--- config.mk ---
export PLATFORM = sky130hd
export DESIGN_NAME = lif_spike_rate_decoder
export DESIGN_NICKNAME = d
export VERILOG_FILES = /design/src/rtl/lif_spike_rate_decoder.sv
export SDC_FILE = /design/constraint.sdc
export NUM_CORES = 1
export LEC_CHECK = 0
export CORE_MARGIN = 4
export CORE_UTILIZATION = 40
export CTS_BUF_LIST = sky130_fd_sc_hd__clkbuf_4 sky130_fd_sc_hd__clkbuf_8
export DETAILED_ROUTE_END_ITERATION = 6
export SYNTH_ARGS = -nofsm -noshare
export SYNTH_HDL_FRONTEND = slang
export SYNTH_SLANG_ARGS = --single-unit
--- constraint.sdc ---
create_clock -name clk -period 4.3 [get_ports clk]
set_input_delay 0.645 -clock clk [delete_from_list [all_inputs] [get_ports clk]]
set_output_delay 0.645 -clock clk [all_outputs]
set_load 0.02 [all_outputs]
--- src/rtl/lif_spike_rate_decoder.sv ---
// Spike-rate decoder: counts rising edges of the neuron spike line over a
// programmable window, publishes a saturating count with a valid strobe and
// drives a 7-segment digit with the clamped rate.
module lif_spike_rate_decoder #(
   parameter int unsigned WINDOW_W = 16,
   parameter int unsigned COUNT_W  = 8
) (
   input  logic                clk,
   input  logic                rst,
   input  logic                en,
   input  logic [WINDOW_W-1:0] window_len,
   input  logic                spike_in,
   output logic [COUNT_W-1:0]  rate_out,
   output logic                rate_valid,
   output logic                ovf,
   output logic                busy,
   output logic [6:0]          segments
);

   localparam logic [COUNT_W-1:0] CNT_MAX  = '1;
   localparam logic [6:0]         SEG_ZERO = 7'h3F;

   typedef enum logic {
      IDLE,
      COUNT
   } state_t;

   state_t              state;
   state_t              next_state;
   logic                spike_q;
   logic                spike_edge;
   logic                can_start;
   logic                win_close;
   logic                at_max;
   logic [COUNT_W-1:0]  count;
   logic [COUNT_W-1:0]  count_inc;
   logic                ovf_acc;
   logic                ovf_inc;
   logic [WINDOW_W-1:0] win_cnt;

   assign spike_edge = spike_in & ~spike_q;
   assign can_start  = en && (window_len != '0);
   assign win_close  = (win_cnt == '0);
   assign at_max     = (count == CNT_MAX);
   // Count and overflow as they stand including this cycle's edge.
   assign count_inc  = (spike_edge && !at_max) ? count + COUNT_W'(1) : count;
   assign ovf_inc    = ovf_acc | (spike_edge & at_max);

   // Hex glyph of the rate, clamped to F for anything above 15.
   function automatic logic [6:0] glyph(input logic [COUNT_W-1:0] v);
      logic [3:0] d;
      d = (v > COUNT_W'(15)) ? 4'hF : v[3:0];
      case (d)
         4'h0: glyph = 7'h3F;
         4'h1: glyph = 7'h06;
         4'h2: glyph = 7'h5B;
         4'h3: glyph = 7'h4F;
         4'h4: glyph = 7'h66;
         4'h5: glyph = 7'h6D;
         4'h6: glyph = 7'h7D;
         4'h7: glyph = 7'h07;
         4'h8: glyph = 7'h7F;
         4'h9: glyph = 7'h6F;
         4'hA: glyph = 7'h77;
         4'hB: glyph = 7'h7C;
         4'hC: glyph = 7'h39;
         4'hD: glyph = 7'h5E;
         4'hE: glyph = 7'h79;
         default: glyph = 7'h71;
      endcase
   endfunction

   // State register.
   always_ff @(posedge clk or posedge rst) begin
      if (rst) state <= IDLE;
      else     state <= next_state;
   end

   // Next-state: start when enabled with a nonzero window, leave on disable
   // or when a window closes with no valid reload.
   always_comb begin
      next_state = state;
      case (state)
         IDLE:    if (can_start) next_state = COUNT;
         COUNT: begin
            if (!en)                         next_state = IDLE;
            else if (win_close && !can_start) next_state = IDLE;
         end
         default: next_state = IDLE;
      endcase
   end

   // Edge history, window counting and published outputs.
   always_ff @(posedge clk or posedge rst) begin
      if (rst) begin
         spike_q    <= 1'b0;
         count      <= '0;
         ovf_acc    <= 1'b0;
         win_cnt    <= '0;
         rate_out   <= '0;
         rate_valid <= 1'b0;
         ovf        <= 1'b0;
         busy       <= 1'b0;
         segments   <= SEG_ZERO;
      end else begin
         spike_q    <= spike_in;
         rate_valid <= 1'b0;
         busy       <= (next_state == COUNT);
         case (state)
            IDLE: begin
               // Edges in the entry cycle are deliberately not counted.
               if (can_start) begin
                  win_cnt <= window_len - WINDOW_W'(1);
                  count   <= '0;
                  ovf_acc <= 1'b0;
               end
            end
            COUNT: begin
               if (en) begin
                  if (win_close) begin
                     rate_out   <= count_inc;
                     ovf        <= ovf_inc;
                     rate_valid <= 1'b1;
                     segments   <= glyph(count_inc);
                     // Back-to-back reload with no gap cycle.
                     if (can_start) begin
                        win_cnt <= window_len - WINDOW_W'(1);
                        count   <= '0;
                        ovf_acc <= 1'b0;
                     end
                  end else begin
                     win_cnt <= win_cnt - WINDOW_W'(1);
                     count   <= count_inc;
                     ovf_acc <= ovf_inc;
                  end
               end
            end
            default: ;
         endcase
      end
   end

endmodule

==> Yosys cells after proc, flatten, opt, wreduce, memory -nomap -nowiden <==
Memories as Yosys holds them, arrays and structs flattened. A register that Yosys moved wholly into a read port is not among the register bits.
Index checks and enable logic that the tools add are counted.
{ "totals": {"register_bits": 37, "romBits": 112, "input_bits": 20, "out_inout_bits": 18, "wordCells": 49, "memories": 1} }
{ "op_classes": {"addsub": 3, "magnitude_cmp": 1, "eq_ne": 2, "n_mux": 21, "bitwise_logic": 5, "reduce_logical": 8} }
{ "memory_table": {"columns": ["memory", "words", "width", "read_ports", "rd_clocked_by_memory_dff", "write_ports", "line_no", "source"], "rows": [
  ["(name not given)", 16, 7, 1, 1, 0, "53", "case (d)"]
]} }
{ "op_table": {"columns": ["operator", "count"], "rows": [
  ["two-way mux 16 bit", 3],
  ["two-way mux 8 bit", 4],
  ["case mux 16 bit (2 select lines)", 1],
  ["subtractor 16 x 1 -> 16 bit (second input constant)", 2],
  ["logical NOT 16 bit", 1],
  ["case mux 8 bit (2 select lines)", 1],
  ["nonzero test 16 bit", 1],
  ["two-way mux 1 bit", 9],
  ["adder 8 x 1 -> 8 bit (second input constant)", 1],
  ["== test 8 bit (second input constant)", 1],
  ["greater-than comparator 8 x 4 -> 1 bit (second input constant)", 1],
  ["two-way mux 4 bit", 1],
  ["case mux 1 bit (2 select lines)", 2],
  ["logical AND 1 bit", 3],
  ["AND reduction 3 bit", 1],
  ["AND 1 bit", 2],
  ["logical NOT 1 bit", 2],
  ["!= test 2 bit (second input constant)", 1],
  ["NOT 1 bit", 2],
  ["bitwise OR 1 bit", 1]
]} }

==> Logic depth before layout (Yosys ltp) <==
{ "depth": {"depth_word": 7, "mapped_depth": 13, "depth_no_buf": 12} }

==> Least setup slack after synthesis <==
Ideal clock, no wire load.
{ "synth_timing": {"path_type": "input-to-reg", "startpoint": "input port spike_in", "endpoint": "register segments[3]", "setup_ps": 78, "arrival_time_ps": 2703, "required_ps": 4222, "slack_ps": 1519, "cell_stages": 13, "n_path_buf": 2, "cell_sequence": "nor2b_1 -> clkbuf_1 -> nand4_1 -> mux2i_1 -> o211a_1 -> clkbuf_1 -> nand2_1 -> inv_1 -> ha_1 -> a21oi_1 -> a211oi_1 -> o21ai_0 -> a31o_2"} }
{ "synth_between": {"elab_chain_cells": 5} }
{ "synth_rtl": {"columns": ["element", "line_no", "source"], "rows": [
  ["from (decl)", "12", "input logic spike_in,"],
  ["AND 1 bit *", "41", "assign spike_edge = spike_in & ~spike_q;"],
  ["logical AND 1 bit *", "46", "assign count_inc = (spike_edge && !at_max) ? count + COUNT_W'(1) : count;"],
  ["two-way mux 8 bit *", "46", null],
  ["greater-than comparator 8 x 4 -> 1 bit", "52", "d = (v > COUNT_W'(15)) ? 4'hF : v[3:0];"],
  ["two-way mux 4 bit *", "52", null],
  ["to (decl)", "17", "output logic [6:0] segments"]
]} }
Mark *: on every way between the ends. The rest lies on a longest branch, timed or not.
A chain may end at the register's enable or synchronous reset.

==> Worst setup path after layout <==
Same ends and word-level chain as after synthesis.

==> results.ini <==
[run_status]
status = finished, final reports clean

[finish]
areaGrowthSynthToFinish_pct = 17.3
drive_gt1_share_pct = 9.25
layout_commonest_cell = nand2_1
antenna_cells = 0
final_cell_mix = nand2_1, dfrtp_1, clkdlybuf4s50_1
fillerInstances = 725
fin_cells = 488
fin_nets = 418

[synth]
synth_nets = 390
synthMuxAreaShare_pct = 4.08
synth_fa_ha_area_share_pct = 4.08
yosysUniqueCellTypes = 65
synth_compound_area_share_pct = 21.5
async_flop_share_pct = 100
synth_xor_area_share_pct = 4.58
synth_top_family_by_area = simple AND/OR/NAND/NOR gates
syn_area_mm2 = 0.00306
ys_ff_latch = 44
avgSynthCellArea_um2 = 8.51
yosysWarningCount = 0
seq_area_frac_synth_pct = 36.2
synth_cells = 360
ys.flop_type = dfrtp_1
yosys.area_share.simple_pct = 24.3
synth-edff-count = 0

[drt]
routedWlPerCell_um = 15.3
drc = 0
drtPass1Iterations = 5
drt-initial-drc-count = 94
vias = 2795
vias_per_cell = 5.73
wl_mm = 7.47
final_antenna_net_count = 0

[grt]
grt_max_degree = 45
grt_pass1_vias = 2591
antenna_found_initial = 0
overflow = 0
grt_util_all_layers_pct = 17.0
grt_pass1_wl_mm = 12.3

[setup_path]
cpPeakStageDelay_ps = 490
r2r_slack_ps = 1200
cp-start-kind = input port
cp_slowest_cell = clkdlybuf4s50_1
worstPathRequired_ps = 4530
cp.arrival_ps = 3610
crit_chain = clkdlybuf4s50_1 > nor2b_1 > nand4_1 > mux2i_1 > o211a_1 > nand2_1 > inv_1 > ha_1 > a21oi_1 > a211oi_1 > o21ai_0 > a31o_2
crit_fanout = 9
critical_path_class = input port to flop
end_kind = flop

[placed_design]
gp_congestion = 0.876
port_buffers = 37
dp_cells = 480
dp_hpwl_mm = 5.46

[sta]
finClkSkew_ps = 9.10
rsz0062_at_grt = false
setup_viol = 0
drv_slew = 0
slew_headroom_pct = 47.6
fin_tns_setup_ps = 0
hold_violations = 0
whs_ps = 476
finalCritPeriodShare_pct = 78.7
worst_pin_slew_ps = 786
fmax_mhz = 296
fin_crit_ps = 3380

[power_and_ir_drop]
powerDensity_mw_per_mm2 = 282
p_total_mw = 1.01
vdd_drop_max_v = 0.000158
leakage_nw = 1.43

[clocking]
clkTransAtPathRegs_ps = 80
cts-root-buf = clkbuf_8
htreeDepth = 2
hold_buffers = 0
cts_buffer_depth = 2
cts_sinks = 44
cts_resized = 0
cts_made_buffers = 5
cts_tree = done
clock_latency_ps = 300
post-cts-setup-buffer-count = 0

[die]
placementRows = 31
ios = 38
start_util_pct = 41.8
chipHeight_um = 95.5
design.core.area_mm2 = 0.00733
dieArea_mm2 = 0.00912
die_x_um = 95.5

[run]
drv_cap = 0

[min_path]
min_path_type = flop to flop

-- path summary, 6_finish.rpt --
check	startpoint	end	cells after the start
setup / recovery	spike_in	segments[3]$_DFFE_PP1P_	12
setup reg to reg	win_cnt[0]$_DFFE_PP0P_	segments[6]$_DFFE_PP0P_	9
hold / removal	segments[0]$_DFFE_PP1P_	segments[0]$_DFFE_PP1P_	2
hold reg to reg	segments[0]$_DFFE_PP1P_	segments[0]$_DFFE_PP1P_	2
min in group asynchronous	rst	rate_out[6]$_DFFE_PP0P_	3
max in group asynchronous	rst	win_cnt[14]$_DFFE_PP0P_	3
-- worst max-delay path: cells and delay by family --
kind            cells  cell delay, ps
compound gates      5             990
simple gates        3             810
buf+inv             2             650
mux                 1             310
fa+ha+maj           1             200
-- state kept, by name, summed over array words and instances (netlist names) --
signal      cells
win_cnt        16
count           8
rate_out        8
segments        7
busy            1
ovf             1
ovf_acc         1
rate_valid      1
spike_q         1
-- cell usage after synthesis (all sizes together) (2+ instances only) --
| master | n | area [um2] |
|---|---|---|
| nand2 | 47 | 179 |
| dfrtp | 38 | 951 |
| o21ai | 33 | 176 |
| nor2 | 22 | 82.6 |
| nand3 | 20 | 100 |
| a21oi | 19 | 110 |
| inv | 16 | 60.1 |
| nor3 | 14 | 86.3 |
| clkbuf | 10 | 37.5 |
| ha | 10 | 125 |
| buf | 9 | 62.6 |
| mux2i | 8 | 80.1 |
| xnor2 | 8 | 70.1 |
| xor2 | 8 | 70.1 |
| nand4 | 7 | 43.8 |
| o31ai | 7 | 52.6 |
| a211oi | 6 | 50.1 |
| dfstp | 6 | 158 |
| nor4 | 6 | 37.5 |
| and2 | 5 | 31.3 |
| and3 | 4 | 25.0 |
| mux2 | 4 | 45.0 |
| nand2b | 4 | 25.0 |
| o211ai | 4 | 30.0 |
| a31oi | 3 | 18.8 |
| o41ai | 3 | 26.3 |
| or3 | 3 | 23.8 |
| or4 | 3 | 26.3 |
| a21o | 2 | 15.0 |
| a32o | 2 | 20.0 |
| nor2b | 2 | 12.5 |
| nor3b | 2 | 15.0 |
| nor4b | 2 | 17.5 |
| o211a | 2 | 20.0 |
| o22ai | 2 | 12.5 |
| or2 | 2 | 12.5 |
-- power by group --
part / switching (mW) / total [mW] / internal [mW]
clock network: 0.146 / 0.273 / 0.127
registers: 0.0545 / 0.507 / 0.452
logic: 0.126 / 0.232 / 0.106
-- logic make-up (layout without fill, tap and decap cells) --
family / Yosys count / after routing
adder cells (fa/ha/maj): 10 / 10
AO/OA/AOI/OAI: 97 / 97
buffers and inverters: 35 / 64
multiplexers: 12 / 12
AND/OR/NAND/NOR: 146 / 146
XOR/XNOR: 16 / 16
flip-flops: 44 / 44
-- final cells by class --
| class | count | area, um2 | share of cell area [%] |
|---|---|---|---|
| tap | 99 | 124 | 3.45 |
| timing repair buffer | 40 | 405 | 11.3 |
| clock buffer | 7 | 83.8 | 2.33 |
| multi-input combinational | 281 | 1810 | 50.3 |
| clock inverter | 1 | 5.00 | 0.139 |
| sequential | 44 | 1110 | 30.8 |
| inverter | 16 | 60.1 | 1.67 |
-- stage by stage --
step,setup slack [ps],utilization [%],instance area (um2)
after floorplan,1520,-,3060
after global placement,821,47.8,3500
after detailed placement,673,47.8,3500
after CTS,979,49.0,3590
after global routing,718,49.0,3590
final,916,49.0,3590
-- metal layers --
layer	global-route usage, %	share of wire [%]	vias to the layer above
met5	0	0	-
met4	7.23	1.3	0
met3	2.29	4.8	7
met2	28.6	48	92
met1	21.8	46	1333
li1	-	-	1363
Power figures use the tool's default switching activity.
